<file path="src/rtl/sdr_port_arbiter.sv">
// -----------------------------------------------------------------------------
// sdr_port_arbiter
//
// Purpose:
//   Shares the single line-transfer port of the SDRAM controller between two
//   requesters. Port 0 is the video line prefetcher. Port 1 is the CPU cache.
//   The arbiter runs one burst transaction at a time. While a burst is running
//   it steers the controller's per-word get/put strobes and the write data to
//   the port that owns the burst. The whole block runs in the SDRAM clock
//   domain.
//
// Parameters:
//   AW         line address width
//   DW         data word width
//   BURST_LEN  words per transaction (power of 2, 2..64)
//
// Configuration macro:
//   ARB_PRIO0_EN  When defined, port 0 has strict priority. A starvation guard
//                 grants port 1 once after four consecutive port-0 grants that
//                 were made while port 1 was waiting.
//                 When undefined, the arbiter is pure round-robin and no
//                 starvation counter is built.
//
// Ports:
//   clk, rst               clock; synchronous active-low reset
//   rN_addr/rd/wr/wdata    requester N inputs (N = 0,1); rd/wr are levels
//                          that are held until rN_done
//   rN_rdata/get/put/done  requester N outputs; done is a one-cycle pulse
//   m_addr/rd/wr/wdata     command and write data to the controller
//   m_rdata/get/put        read data and per-word strobes from the controller
//   busy                   a transaction is in progress
//   owner                  index of the granted port; holds its value after
//                          the burst ends
//   err                    sticky protocol-violation flag
// -----------------------------------------------------------------------------
module sdr_port_arbiter #(
    parameter int AW        = 12,
    parameter int DW        = 16,
    parameter int BURST_LEN = 8
) (
    input  logic          clk,
    input  logic          rst,

    input  logic [AW-1:0] r0_addr,
    input  logic          r0_rd,
    input  logic          r0_wr,
    input  logic [DW-1:0] r0_wdata,
    output logic [DW-1:0] r0_rdata,
    output logic          r0_get,
    output logic          r0_put,
    output logic          r0_done,

    input  logic [AW-1:0] r1_addr,
    input  logic          r1_rd,
    input  logic          r1_wr,
    input  logic [DW-1:0] r1_wdata,
    output logic [DW-1:0] r1_rdata,
    output logic          r1_get,
    output logic          r1_put,
    output logic          r1_done,

    output logic [AW-1:0] m_addr,
    output logic          m_rd,
    output logic          m_wr,
    output logic [DW-1:0] m_wdata,
    input  logic [DW-1:0] m_rdata,
    input  logic          m_get,
    input  logic          m_put,

    output logic          busy,
    output logic          owner,
    output logic          err
);

    // The extra bit lets the counter reach BURST_LEN without wrapping.
    localparam int            CW   = $clog2(BURST_LEN) + 1;
    localparam logic [CW-1:0] LAST = CW'(BURST_LEN - 1);

    typedef enum logic [1:0] {
        ST_IDLE = 2'd0,
        ST_XFER = 2'd1,
        ST_DONE = 2'd2
    } state_t;

    state_t          state_q,   state_d;
    logic [CW-1:0]   cnt_q,     cnt_d;
    logic            owner_q,   owner_d;
    logic            rr_last_q, rr_last_d;
    logic            err_q,     err_d;
    logic            m_rd_q,    m_rd_d;
    logic            m_wr_q,    m_wr_d;
    logic [AW-1:0]   m_addr_q,  m_addr_d;
    logic            busy_q,    busy_d;
    logic            done0_q,   done0_d;
    logic            done1_q,   done1_d;

    logic            req0;
    logic            req1;
    logic            grant_idx;
    logic            grant_wr;
    logic [AW-1:0]   grant_addr;
    logic            in_xfer;
    logic            strobe_ok;
    logic            protocol_bad;

    assign req0 = r0_rd | r0_wr;
    assign req1 = r1_rd | r1_wr;

`ifdef ARB_PRIO0_EN
    // Number of consecutive port-0 grants made while port 1 was waiting.
    logic [2:0] starve_q, starve_d;

    always_comb begin
        grant_idx = 1'b0;
        if (req1 && (!req0 || starve_q == 3'd4)) begin
            grant_idx = 1'b1;
        end
    end
`else
    // On a tie, the port that was not granted last time wins.
    always_comb begin
        grant_idx = 1'b0;
        if (req0 && req1) begin
            grant_idx = ~rr_last_q;
        end else begin
            grant_idx = req1;
        end
    end
`endif

    // A write wins over a read on the same port, so a write-back is done
    // before the fill.
    assign grant_wr   = grant_idx ? r1_wr   : r0_wr;
    assign grant_addr = grant_idx ? r1_addr : r0_addr;

    assign in_xfer = (state_q == ST_XFER);

    // Only a strobe that matches the command counts. If get and put arrive
    // together, exactly one of them matches, so the word is counted once.
    assign strobe_ok = in_xfer & ((m_rd_q & m_put) | (m_wr_q & m_get));

    // A strobe outside a burst, or a strobe in the wrong direction, is a
    // violation.
    assign protocol_bad = in_xfer ? ((m_rd_q & m_get) | (m_wr_q & m_put))
                                  : (m_get | m_put);

    always_comb begin
        state_d   = state_q;
        cnt_d     = cnt_q;
        owner_d   = owner_q;
        rr_last_d = rr_last_q;
        err_d     = err_q | protocol_bad;
        m_rd_d    = m_rd_q;
        m_wr_d    = m_wr_q;
        m_addr_d  = m_addr_q;
        busy_d    = busy_q;
        done0_d   = 1'b0;
        done1_d   = 1'b0;
`ifdef ARB_PRIO0_EN
        starve_d  = starve_q;
`endif
        case (state_q)
            ST_IDLE: begin
                if (req0 || req1) begin
                    state_d   = ST_XFER;
                    owner_d   = grant_idx;
                    rr_last_d = grant_idx;
                    m_addr_d  = grant_addr;
                    m_wr_d    = grant_wr;
                    m_rd_d    = ~grant_wr;
                    busy_d    = 1'b1;
                    cnt_d     = '0;
`ifdef ARB_PRIO0_EN
                    if (grant_idx) begin
                        starve_d = 3'd0;
                    end else if (req1) begin
                        starve_d = starve_q + 3'd1;
                    end else begin
                        starve_d = 3'd0;
                    end
`endif
                end
            end
            ST_XFER: begin
                // The requester's rd/wr are not looked at here. Once a burst
                // has been granted, it always runs to completion.
                if (strobe_ok) begin
                    cnt_d = cnt_q + 1'b1;
                    if (cnt_q == LAST) begin
                        state_d = ST_DONE;
                        m_rd_d  = 1'b0;
                        m_wr_d  = 1'b0;
                        busy_d  = 1'b0;
                        done0_d = ~owner_q;
                        done1_d = owner_q;
                    end
                end
            end
            ST_DONE: begin
                // This forces at least one idle cycle between bursts.
                state_d = ST_IDLE;
            end
            default: begin
                state_d = ST_IDLE;
            end
        endcase
    end

    always_ff @(posedge clk) begin
        if (!rst) begin
            state_q   <= ST_IDLE;
            cnt_q     <= '0;
            owner_q   <= 1'b0;
            rr_last_q <= 1'b1;
            err_q     <= 1'b0;
            m_rd_q    <= 1'b0;
            m_wr_q    <= 1'b0;
            m_addr_q  <= '0;
            busy_q    <= 1'b0;
            done0_q   <= 1'b0;
            done1_q   <= 1'b0;
`ifdef ARB_PRIO0_EN
            starve_q  <= 3'd0;
`endif
        end else begin
            state_q   <= state_d;
            cnt_q     <= cnt_d;
            owner_q   <= owner_d;
            rr_last_q <= rr_last_d;
            err_q     <= err_d;
            m_rd_q    <= m_rd_d;
            m_wr_q    <= m_wr_d;
            m_addr_q  <= m_addr_d;
            busy_q    <= busy_d;
            done0_q   <= done0_d;
            done1_q   <= done1_d;
`ifdef ARB_PRIO0_EN
            starve_q  <= starve_d;
`endif
        end
    end

    // Data path steering. Read data goes to both ports without
    // qualification. Each port uses its own put strobe to know when the data
    // is valid.
    assign m_wdata  = owner_q ? r1_wdata : r0_wdata;
    assign r0_rdata = m_rdata;
    assign r1_rdata = m_rdata;
    assign r0_get   = m_get & in_xfer & ~owner_q;
    assign r1_get   = m_get & in_xfer &  owner_q;
    assign r0_put   = m_put & in_xfer & ~owner_q;
    assign r1_put   = m_put & in_xfer &  owner_q;

    assign r0_done  = done0_q;
    assign r1_done  = done1_q;
    assign m_addr   = m_addr_q;
    assign m_rd     = m_rd_q;
    assign m_wr     = m_wr_q;
    assign busy     = busy_q;
    assign owner    = owner_q;
    assign err      = err_q;

endmodule
</file>
<file path="config.mk">
export PLATFORM = sky130hd
export DESIGN_NAME = sdr_port_arbiter
export DESIGN_NICKNAME = d
export VERILOG_FILES = /design/src/rtl/sdr_port_arbiter.sv
export SDC_FILE = /design/constraint.sdc
export NUM_CORES = 1
export LEC_CHECK = 0
export BUFFER_PORTS_ARGS = -buffer_cell sky130_fd_sc_hd__buf_4
export CORE_MARGIN = 1.5
export CORE_UTILIZATION = 37
export CTS_BUF_LIST = sky130_fd_sc_hd__clkbuf_8 sky130_fd_sc_hd__clkbuf_16
export DETAILED_ROUTE_END_ITERATION = 10
export HOLD_SLACK_MARGIN = 0.08
export PLACE_DENSITY = 0.9
export SYNTH_ARGS = -nofsm -noshare
export SYNTH_HDL_FRONTEND = slang
export SYNTH_SLANG_ARGS = --single-unit
export TNS_END_PERCENT = 100
</file>
<file path="constraint.sdc">
create_clock -name clk -period 1.5 [get_ports clk]
set_input_delay 0.225 -clock clk [delete_from_list [all_inputs] [get_ports clk]]
set_output_delay 0.225 -clock clk [all_outputs]
set_load 0.01 [all_outputs]
</file>
==> results.md <==
* DRC at 0
* Warnings from Yosys at 0
* Hold worst-path end: m_addr[3]
* Tcrit/Tclk final at 99.6%
* RSZ-0062 raised after global routing: yes
* CTS buffer count at 3
* R2R Path Start: cnt_q[0]
* Synth Area in Compound Gates at 18.1%
* Area grow syn2layout at 49.1%
* Reg clk slew, reported paths at 0.09 ns
* DIE WIDTH at 68.7 µm
* Hold path depth at 3
* Leak at 0.00113 µW
* Max Slew Vio Count at 0
* Main combinational cell family by area after synthesis: buffers and inverters
* Maximum vdd drop at 398 µV
* Ports at 151
* Clk buf depth at 2
* Status: complete, no violations
* Netlist cell types at 32
* Worst min path class: in -> reg
* Rows at 23
* Seq cells post-synth at 26
* Min Hold Slack at 0.193 ns
* Final WL at 4580 µm
* Post-synthesis instance total at 194
* Slew @ Worst Pin at 0.504 ns
* Reg2reg path depth at 5
* DP HPWL at 3530 µm
* Largest net degree at the start of global routing at 24
* Setup crit end kind: output pin
* Top layer in use: met4
* Critical R2R Capture: m_wr
* Arr. time, crit path at 1.27 ns
* Mux contribution to synthesized area at 11.3%
* GR Overflow Total at 0
* Setup Viol. Count Final at 0
* Clock sinks at 26
* # diodes at 0
* Routed length on met3 at 444 µm
* Max-cap violations at 0
* Power density over the cells at 846 nW/µm²
* Via density at 4.97
* Crit Path Max Fanout at 9
* First-pass GRT wire length at 6520 µm
* DRT Pass-1 Iters at 4
* Fmax at 670 MHz
* Top cells by count, synth: buf_4, a21oi_1, dfxtp_1
* Share of the synthesized area in the top cell type at 32.6%
* Placed Cells at 314
* Hold_sp: r0_addr[3]
* Vias in the first global route at 1527
* Routed Antenna Nets at 0
* WL/cell at 14.4 µm
* Main synth FF type: dfxtp_1
* Asr flop ratio synth at 0%
* Synth Area in XOR/XNOR at 1.10%
* Fraction of the mapped netlist area in adder cells at 0.782%
* Fin Clk Skew at 0.00234 ns
* WL met1 at 1570 µm
* Global Route Usage Sum at 17.9%
* CTS root buf: clkbuf_8
* H-tree level count at 1
* Die Height at 68.7 µm
* Top-count cell post-synth: buf_4
* Die ar. at 4730 µm²
* Total power at 2020 µW
* CP Launch Type: flip-flop
* Placer Congestion at 0.833
* Seq/Total Area, Yosys at 32.6%
* Routed wl met2 at 2550 µm
* TritonCTS clock tree: done
* Syn Std Cell Area at 1600 µm²
* Initial antenna violation count at 0
* Post-route non-filler standard cell count at 319
* Final Hold Viols at 0
* Initial Util at 39.1%
* Port bufs at 102
* Min Tclk post-route at 1.49 ns
* Worst Setup SP: owner
* Critical path data required time at 1.27 ns
* Proportion of layout cells with a drive suffix above 1 at 53.2%
* Vias at 1587
* Rel. slew slack at 66.3%
* Nets@finish at 351
* Worst-Skew Late Latency at 0.27 ns
* Core Area at 4090 µm²
* Top post-synthesis cells by area: dfxtp_1, buf_4, mux2_2
* Reg2reg setup slack at 0.09 ns
* Post-synth EDFFs at 0
* Syn Nets at 275
* Leading area contributor after synthesis: dfxtp_1
* 1st-iter DRT viols at 31
* Critical path type: reg -> out
* Average size of a mapped cell at 8.24 µm²
* Simple-Gate Fraction of Synth Area at 15.7%
routing by layer:
metal / vias to the layer above / GRT usage [%]
li1: 787 / -
met3: 2 / 4.22
met5: - / 0
met4: 0 / 4.66
met1: 719 / 18.3
met2: 79 / 35.8
metrics by stage:
step	setup TNS [ns]	setup slack (ns)	utilization, %	cell area [µm²]
final	0	0.00653	58.4	2380
after global routing	-0.201	-0.0276	58.4	2380
after CTS	-0.00183	-0.00183	55.8	2280
after detailed placement	0	0.0149	53.8	2200
after global placement	0	0.0630	53.8	2200
after floorplan	0	0.199	-	1600
worst max-delay path, cell delays in order, from the launching register on:
cell,delay [ns]
dfxtp_4,0.38
buf_12,0.13
mux2_2,0.34
buf_4,0.14
how the worst max path moves through the flow:
| stage | to | cells past startpoint |
|---|---|---|
| after global placement | m_addr[6] | 6 |
| after CTS | m_wdata[9] | 3 |
| final | m_wdata[9] | 3 |
| after floorplan | m_wdata[0] | 2 |
| after global routing | m_wdata[10] | 3 |
| after detailed placement | m_wr | 3 |
cells by family (layout without fill, tap and decap cells):
kind of cell             count (synthesis)  after routing
AO/OA/AOI/OAI                           54             54
XOR/XNOR                                 2              2
adder cells (fa/ha/maj)                  1              1
buffers and inverters                   45            120
flip-flops                              26             26
multiplexers                            16             16
AND/OR/NAND/NOR                         50             50
flip-flops by register name (all words and copies together) (netlist names):
name,count
state_q,2
r0_done,1
busy,1
m_rd,1
m_wr,1
cnt_q,4
r1_done,1
err,1
owner,1
rr_last_q,1
m_addr,12
layout make-up:
class | instances | area (µm²)
sequential | 26 | 526
timing repair buffer | 113 | 905
clock inverter | 1 | 30.0
fill | 352 | 1700
inverter | 3 | 11.3
tap | 50 | 62.6
clock buffer | 3 | 41.3
multi-input combinational | 123 | 810
cells in the final DEF, fill, tap and decap left out, types with 2 or more instances in the layout:
cell	instances
inv_1	3
mux2_2	7
xnor2_1	2
o21ai_0	21
buf_6	7
nor2_1	6
nor4_2	2
nor3_1	2
mux2_4	9
buf_4	104
nand3_1	4
dfxtp_1	24
a31oi_1	2
and3_1	3
nand2b_1	2
a21oi_1	27
clkbuf_8	3
nand2_1	23
report_power, final:
group	switching, µW	total [µW]	internal, µW
Combinational	277	656	379
Sequential	38.7	785	746
Clock	219	576	357
Total	535	2020	1480
repair_timing:
| item | 4_1_cts | 5_1_grt |
|---|---|---|
| buffers inserted | 0 | 0 |
| cloned | 0 | 1 |
| hold endpoints to repair | 0 | 0 |
| endpoints found under the setup margin | 19 | 22 |
| gates resized for setup | 3 | 21 |
| hold buffers | 0 | 0 |
Note: power is estimated with default switching activity, not from simulation.
